--- config.mk ---
export PLATFORM = sky130hd
export DESIGN_NAME = extram_arbiter
export DESIGN_NICKNAME = d
export VERILOG_FILES = /design/src/rtl/extram_arb_pkg.sv /design/src/rtl/extram_arbiter_rr_arb2.sv /design/src/rtl/extram_arbiter.sv
export SDC_FILE = /design/constraint.sdc
export NUM_CORES = 1
export LEC_CHECK = 0
export CAP_MARGIN = 5
export CORE_UTILIZATION = 44
export DETAILED_ROUTE_END_ITERATION = 12
export HOLD_SLACK_MARGIN = 0.05
export PLACE_DENSITY_LB_ADDON = 0.15
export SLEW_MARGIN = 20
export SYNTH_ARGS = -nofsm -noshare
export SYNTH_HDL_FRONTEND = slang
export SYNTH_SLANG_ARGS = --single-unit
export TNS_END_PERCENT = 20
--- constraint.sdc ---
create_clock -name clk -period 11.62 [get_ports clk]
set_input_delay 1.743 -clock clk [delete_from_list [all_inputs] [get_ports clk]]
set_output_delay 1.743 -clock clk [all_outputs]
set_load 0.005 [all_outputs]
--- src/rtl/extram_arb_pkg.sv ---
// Shared definitions for the external SRAM arbiter: FSM states, grant IDs,
// bus widths and the request bundle captured at grant time.
package extram_arb_pkg;

    localparam int EXTRAM_AW = 16;
    localparam int EXTRAM_DW = 32;

    typedef enum logic [1:0] {
        ST_IDLE   = 2'd0,
        ST_ACCESS = 2'd1,
        ST_DONE   = 2'd2
    } state_e;

    localparam logic GNT_M0 = 1'b0;
    localparam logic GNT_M1 = 1'b1;

    // One requester's access as seen by the SRAM side.
    typedef struct packed {
        logic [EXTRAM_AW-1:0] addr;
        logic [EXTRAM_DW-1:0] wdata;
        logic [3:0]           wstrb;
    } ext_req_t;

    // Wait counter width; never narrower than one bit so WAIT_STATES=0 still works.
    function automatic int cnt_width(input int ws);
        if (ws < 1) begin
            return 1;
        end else begin
            return $clog2(ws + 1);
        end
    endfunction

endpackage

--- src/rtl/extram_arbiter_rr_arb2.sv ---
// Two-way round-robin picker. Purely combinational; the caller keeps the
// identity of the previous winner and feeds it back on last_grant.
module rr_arb2
    import extram_arb_pkg::*;
(
    input  logic [1:0] req,
    input  logic       last_grant,
    output logic       gnt_valid,
    output logic       gnt_id
);

    // Single requester wins outright; on a tie the one that did not win last time goes.
    always_comb begin
        gnt_valid = 1'b0;
        gnt_id    = GNT_M0;
        case (req)
            2'b01: begin
                gnt_valid = 1'b1;
                gnt_id    = GNT_M0;
            end
            2'b10: begin
                gnt_valid = 1'b1;
                gnt_id    = GNT_M1;
            end
            2'b11: begin
                gnt_valid = 1'b1;
                gnt_id    = ~last_grant;
            end
            default: begin
                gnt_valid = 1'b0;
                gnt_id    = GNT_M0;
            end
        endcase
    end

endmodule

--- src/rtl/extram_arbiter.sv ---
// Shares one external SRAM port between two 32-bit requesters. Each access is
// granted round-robin in IDLE, held on the bus for WAIT_STATES+1 cycles, and
// completed with a one-cycle ready pulse in DONE. Every bus output is a flop.
module extram_arbiter
    import extram_arb_pkg::*;
#(
    parameter int WAIT_STATES = 1
) (
    input  logic                 clk,
    input  logic                 rst,
    input  logic                 m0_valid,
    input  logic [EXTRAM_AW-1:0] m0_addr,
    input  logic [EXTRAM_DW-1:0] m0_wdata,
    input  logic [3:0]           m0_wstrb,
    output logic [EXTRAM_DW-1:0] m0_rdata,
    output logic                 m0_ready,
    input  logic                 m1_valid,
    input  logic [EXTRAM_AW-1:0] m1_addr,
    input  logic [EXTRAM_DW-1:0] m1_wdata,
    input  logic [3:0]           m1_wstrb,
    output logic [EXTRAM_DW-1:0] m1_rdata,
    output logic                 m1_ready,
    output logic [EXTRAM_AW-1:0] extram_a,
    output logic [EXTRAM_DW-1:0] extram_d_out,
    input  logic [EXTRAM_DW-1:0] extram_d_in,
    output logic                 extram_cs,
    output logic                 extram_oe,
    output logic [3:0]           extram_wstrb
);

    localparam int            CW       = cnt_width(WAIT_STATES);
    localparam logic [CW-1:0] CNT_LOAD = CW'(WAIT_STATES);

    state_e               state_q, state_d;
    logic [CW-1:0]        cnt_q, cnt_d;
    logic                 last_q, last_d;
    logic [EXTRAM_AW-1:0] a_q, a_d;
    logic [EXTRAM_DW-1:0] dout_q, dout_d;
    logic [3:0]           wstrb_q, wstrb_d;
    logic                 cs_q, cs_d;
    logic                 oe_q, oe_d;
    logic [EXTRAM_DW-1:0] rdata0_q, rdata0_d;
    logic [EXTRAM_DW-1:0] rdata1_q, rdata1_d;
    logic                 ready0_q, ready0_d;
    logic                 ready1_q, ready1_d;

    logic [1:0]           elig_s;
    logic                 gnt_valid_s;
    logic                 gnt_id_s;
    ext_req_t             m0_req_s, m1_req_s, sel_req_s;

    // A requester whose ready is currently showing has just completed and is not re-counted.
    assign elig_s    = {m1_valid & ~ready1_q, m0_valid & ~ready0_q};
    assign m0_req_s  = '{addr: m0_addr, wdata: m0_wdata, wstrb: m0_wstrb};
    assign m1_req_s  = '{addr: m1_addr, wdata: m1_wdata, wstrb: m1_wstrb};
    assign sel_req_s = (gnt_id_s == GNT_M1) ? m1_req_s : m0_req_s;

    rr_arb2 u_rr_arb2 (
        .req        (elig_s),
        .last_grant (last_q),
        .gnt_valid  (gnt_valid_s),
        .gnt_id     (gnt_id_s)
    );

    // FSM state register.
    always_ff @(posedge clk or posedge rst) begin
        if (rst) begin
            state_q <= ST_IDLE;
        end else begin
            state_q <= state_d;
        end
    end

    // FSM next-state: grant leaves IDLE, counter expiry leaves ACCESS, DONE lasts one cycle.
    always_comb begin
        state_d = state_q;
        case (state_q)
            ST_IDLE: begin
                if (gnt_valid_s) begin
                    state_d = ST_ACCESS;
                end else begin
                    state_d = ST_IDLE;
                end
            end
            ST_ACCESS: begin
                if (cnt_q == {CW{1'b0}}) begin
                    state_d = ST_DONE;
                end else begin
                    state_d = ST_ACCESS;
                end
            end
            ST_DONE: begin
                state_d = ST_IDLE;
            end
            default: begin
                state_d = ST_IDLE;
            end
        endcase
    end

    // Next values for the bus, counter, grant memory, read data and ready flops.
    always_comb begin
        cnt_d    = cnt_q;
        last_d   = last_q;
        a_d      = a_q;
        dout_d   = dout_q;
        wstrb_d  = wstrb_q;
        cs_d     = cs_q;
        oe_d     = oe_q;
        rdata0_d = rdata0_q;
        rdata1_d = rdata1_q;
        ready0_d = 1'b0;
        ready1_d = 1'b0;
        case (state_q)
            ST_IDLE: begin
                if (gnt_valid_s) begin
                    a_d     = sel_req_s.addr;
                    dout_d  = sel_req_s.wdata;
                    wstrb_d = sel_req_s.wstrb;
                    cs_d    = 1'b1;
                    oe_d    = (sel_req_s.wstrb == 4'b0000);
                    cnt_d   = CNT_LOAD;
                    last_d  = gnt_id_s;
                end else begin
                    a_d     = {EXTRAM_AW{1'b0}};
                    dout_d  = {EXTRAM_DW{1'b0}};
                    wstrb_d = 4'b0000;
                    cs_d    = 1'b0;
                    oe_d    = 1'b0;
                end
            end
            ST_ACCESS: begin
                if (cnt_q != {CW{1'b0}}) begin
                    cnt_d = cnt_q - CW'(1'b1);
                end else begin
                    // Last access cycle: capture read data and release the bus.
                    if (oe_q && (last_q == GNT_M1)) begin
                        rdata1_d = extram_d_in;
                    end else if (oe_q) begin
                        rdata0_d = extram_d_in;
                    end else begin
                        rdata0_d = rdata0_q;
                        rdata1_d = rdata1_q;
                    end
                    if (last_q == GNT_M1) begin
                        ready1_d = 1'b1;
                    end else begin
                        ready0_d = 1'b1;
                    end
                    cs_d    = 1'b0;
                    oe_d    = 1'b0;
                    wstrb_d = 4'b0000;
                end
            end
            ST_DONE: begin
                cs_d    = 1'b0;
                oe_d    = 1'b0;
                wstrb_d = 4'b0000;
            end
            default: begin
                cs_d    = 1'b0;
                oe_d    = 1'b0;
                wstrb_d = 4'b0000;
            end
        endcase
    end

    // Datapath and output registers; reset drops the bus immediately and forgets any access.
    always_ff @(posedge clk or posedge rst) begin
        if (rst) begin
            cnt_q    <= {CW{1'b0}};
            last_q   <= GNT_M1;
            a_q      <= {EXTRAM_AW{1'b0}};
            dout_q   <= {EXTRAM_DW{1'b0}};
            wstrb_q  <= 4'b0000;
            cs_q     <= 1'b0;
            oe_q     <= 1'b0;
            rdata0_q <= {EXTRAM_DW{1'b0}};
            rdata1_q <= {EXTRAM_DW{1'b0}};
            ready0_q <= 1'b0;
            ready1_q <= 1'b0;
        end else begin
            cnt_q    <= cnt_d;
            last_q   <= last_d;
            a_q      <= a_d;
            dout_q   <= dout_d;
            wstrb_q  <= wstrb_d;
            cs_q     <= cs_d;
            oe_q     <= oe_d;
            rdata0_q <= rdata0_d;
            rdata1_q <= rdata1_d;
            ready0_q <= ready0_d;
            ready1_q <= ready1_d;
        end
    end

    assign m0_rdata     = rdata0_q;
    assign m1_rdata     = rdata1_q;
    assign m0_ready     = ready0_q;
    assign m1_ready     = ready1_q;
    assign extram_a     = a_q;
    assign extram_d_out = dout_q;
    assign extram_wstrb = wstrb_q;
    assign extram_cs    = cs_q;
    assign extram_oe    = oe_q;

endmodule
==> results.txt <==
----------------------------------------------------
[Cells and area]
  ANT cells ... 0
  Post-layout instance count excluding filler cells ... ~810
  Net total in the final layout ... 793
  Ratio of cells with drive above 1 in the final layout ... a little over a tenth
  Area Growth Syn to Fin ... 60.9%
  Layout Cell Area excl Fill ... 8510 sq um

[Critical path]
  Setup crit start kind ... input pin
  Endpoint class of the critical path ... flip-flop
  Delay of the slowest cell on the worst path ... around 0.85 ns
  CP arrival ... around 3.8 ns
  Startpoint-to-endpoint class of the critical path ... in -> reg
  Critical path, cell by cell ... clkdlybuf4s50_1 -> nor2b_1 -> a21bo_4 -> mux2i_1 -> o21ai_1
  Maximum fanout count along the critical path ... 54
  CP Data Required Time ... about 12 ns
  Master of the slowest instance on the critical path ... sky130_fd_sc_hd__a21bo_4

[Routing]
  DRC ... 17
  Vias per cell ... about 5
  Total wirelength of the detailed-routed design ... 14,200 um
  Vias ... between 4,000 and 5,000
  Routed WL per cell ... 17.6 um
  Antenna Nets Post-Route ... 0
  Router iterations before antenna repair ... 8
  Number of DRC markers in iteration 0 ... 198

[Synthesis]
  Simple-gate share of the synthesized area ... roughly 6.0%
  Most instantiated cells after synthesis ... 123 x sky130_fd_sc_hd__dfrtp_1, 58 x sky130_fd_sc_hd__nand2_1, 53 x sky130_fd_sc_hd__mux2i_1
  Mean instance size in the synthesized netlist ... between 10 and 15 sq um
  Main combinational cell family by area after synthesis ... multiplexers
  Area contributors post-synth ... sky130_fd_sc_hd__dfrtp_1 58%, sky130_fd_sc_hd__mux2i_1 10%, sky130_fd_sc_hd__mux2_4 8.5%
  Area fraction of the dominant cell type after synthesis ... slightly below 60%
  Number of synthesis warnings ... 0
  Fraction of registers with async set/reset ... between 90% and 100%
  Complex-gate fraction of the synthesized area ... under 10%
  Post-Syn Nets ... between 500 and 600
  Distinct cell type count after synthesis ... 25
  Cell taking the most area after synthesis ... sky130_fd_sc_hd__dfrtp_1
  Count of mapped cells out of synthesis ... slightly below 400
  Fraction of the mapped netlist area in adder cells ... 0%
  Fraction of the yosys area taken by sequential cells ... between 50% and 60%
  Count leader, synth ... sky130_fd_sc_hd__dfrtp_1
  Fraction of synthesized area in multiplexers ... roughly 26%
  Count of flip-flops with a built-in enable after synthesis ... 0
  Flop and latch count out of synthesis ... around 120
  Post-synthesis xor/xnor area fraction ... 0%
  Synth Flop Type ... sky130_fd_sc_hd__dfrtp_1
  Mapped cell area ... around 5300 sq um

[Floorplan]
  Std cell rows ... 39
  Top-level I/O count ... 260
  Floorplan Core Area ... roughly 12,000 sq um
  Die span in y ... about 110 um
  Starting density of the core ... a little under half
  Die Footprint ... around 12,000 sq um
  Chip width ... about 110 um

[STA]
  Number of max-slew violations in the final report ... 0
  Fin crit share ... between 30% and 40%
  Setup TNS ... 0 ns
  Slew at the pin with the worst max-slew slack ... 1.05 ns
  Max-slew headroom ... between 30% and 40%
  Highest attainable clock frequency ... around 290 MHz
  Unrepaired setup endpoints after global routing ... false
  Number of hold-slack violations in the final timing report ... 0
  Clock period minus final worst setup slack ... between 3 and 4 ns
  Max Clock Skew ... 0.00834 ns
  Final count of negative-setup-slack endpoints ... 0
  Smallest setup slack after layout ... 8.11 ns

[Clocking]
  Clk Latency, worst-skew pair ... 0.41 ns
  Number of post-CTS setup repair buffers ... 0
  H-tree level count ... 4
  Longest Clk Path Bufs ... 2
  Clock-pin slew on the worst setup and hold paths ... 0.05 ns
  Clk sinks ... about 120
  Number of CTS-inserted buffers ... 17
  Number of buffers added to fix hold violations after cts ... 0
  Clk Tree Root Cell ... sky130_fd_sc_hd__clkbuf_16
  CTS tree ... done
  Cts repair resizes ... 0

[Global routing]
  Overall Global Routing Usage ... a little under a quarter
  Wire length of the first global-routing pass ... between 20,000 and 25,000 um
  Global route total overflow ... 0
  Via count of the first global-routing pass ... 4,413
  Number of antenna violations at the first check in global routing ... 0
  Maximum number of pins on one net before global-route repair ... between 60 and 70

[Run]
  Maximum capacitance violations ... 0

[Pwr]
  Internal power ... about 1.4 mW
  VDD IR max ... approximately 0.15 mV
  Net switching power ... ~580 uW
  Power density cells ... between 200 and 250 nW/um^2
  Net Sw Frac ... ~29%
  Sequential fraction of design power ... 34.9%
  Comb pwr share ... a little under two fifths
  Leak ... 3.87 nW
  Share of total power in the clock network ... 26.7%

[Place]
  Hpwl dp ... between 9000 and 10,000 um
  Final weighted congestion in routability-driven placement ... a little under 0.8
  Pre-CTS setup slack ... 7.70 ns
  Placed cell count ... approximately 780
  IO Port Bufs ... approximately 260
  Placed cell areas ... between 7000 and 8000 sq um

[Status]
  Failing checks ... DRC
  Status ... finished, violations left

[Worst hold path]
  Classification of the worst-slack hold path ... reg -> reg

----------------------------------------------------
==> stage by stage <==
stage / hold WS [ns] / power (mW) / util [%]
floorplan: 0.471 / 1.04 / -
global placement: 0.462 / 1.47 / 68.4
detailed placement: 0.474 / 1.50 / 68.4
CTS: 0.486 / 2.05 / 73.6
global route: 0.504 / 2.14 / 73.6
finish: 0.480 / 2.03 / 73.6
==> power groups by stage <==
stage | sequential (mW) | combinational (mW) | clock, mW
final | 0.709 | 0.778 | 0.542
after global routing | 0.732 | 0.840 | 0.573
after detailed placement | 0.713 | 0.783 | 0
after floorplan | 0.717 | 0.319 | 0
after CTS | 0.710 | 0.790 | 0.554
after global placement | 0.701 | 0.768 | 0
==> worst max-delay path, delay by kind of cell <==
kind,cells,cell delay [ns]
compound gates,2,0.93
buf+inv,1,0.44
mux,1,0.30
simple gates,1,0.29
==> worst paths after layout <==
path,end,cells after the start,from,slack (ns)
max,extram_a[0],5,m0_valid,8.11
min in group asynchronous,m0_rdata[21],2,rst,1.85
max reg2reg,m0_rdata[15],4,state_q[1],9.48
min,extram_d_out[6],2,extram_d_out[6],0.48
max in group asynchronous,extram_oe,3,rst,8.47
min reg2reg,extram_d_out[6],2,extram_d_out[6],0.48
==> flip-flops by register name (all words and copies together), names as in the netlist <==
signal / cells
extram_wstrb: 4
m0_rdata: 32
last_q: 1
m0_ready: 1
state_q: 2
extram_d_out: 32
extram_cs: 1
m1_ready: 1
extram_oe: 1
m1_rdata: 32
cnt_q: 1
extram_a: 16
==> cells by family after synthesis <==
logic type | Yosys count
compound gates | 57
buf+inv | 28
flops | 124
mux | 117
simple gates | 70
==> area by class of cell <==
| class | count | area, sq um |
|---|---|---|
| multi-input combinational | 244 | 1990 |
| tap | 143 | 179 |
| clock inverter | 8 | 143 |
| inverter | 3 | 13.8 |
| clock buffer | 21 | 460 |
| fill | 801 | 3050 |
| timing repair buffer | 263 | 2620 |
| sequential | 124 | 3100 |
==> cells in the final DEF (no fill, tap or decap), types with 2 or more instances in the layout <==
cell,n
sky130_fd_sc_hd__nor2b_1,3
sky130_fd_sc_hd__nor4_1,2
sky130_fd_sc_hd__dfrtp_1,123
sky130_fd_sc_hd__nand2_1,58
sky130_fd_sc_hd__clkinv_2,3
sky130_fd_sc_hd__mux2i_1,53
sky130_fd_sc_hd__o21ai_1,49
sky130_fd_sc_hd__buf_4,4
sky130_fd_sc_hd__mux2_1,30
sky130_fd_sc_hd__and2_1,2
sky130_fd_sc_hd__bufinv_16,4
sky130_fd_sc_hd__mux2_2,4
sky130_fd_sc_hd__clkbuf_16,17
sky130_fd_sc_hd__clkbuf_8,2
sky130_fd_sc_hd__inv_1,2
sky130_fd_sc_hd__o21ai_0,6
sky130_fd_sc_hd__clkdlybuf4s50_1,259
sky130_fd_sc_hd__mux2_4,30
sky130_fd_sc_hd__clkbuf_1,2
==> metal layers <==
metal / share of wire, % / vias to the layer above / routed length (um) / GRT usage (%)
li1: - / 1881 / - / -
met1: 39 / 1948 / 5520 / 27.1
met2: 50 / 178 / 7030 / 39.8
met3: 9.5 / 21 / 1350 / 10.5
met4: 1.8 / 0 / 254 / 9.55
met5: 0 / - / 0 / 0
Power figures use the tool's default switching activity.
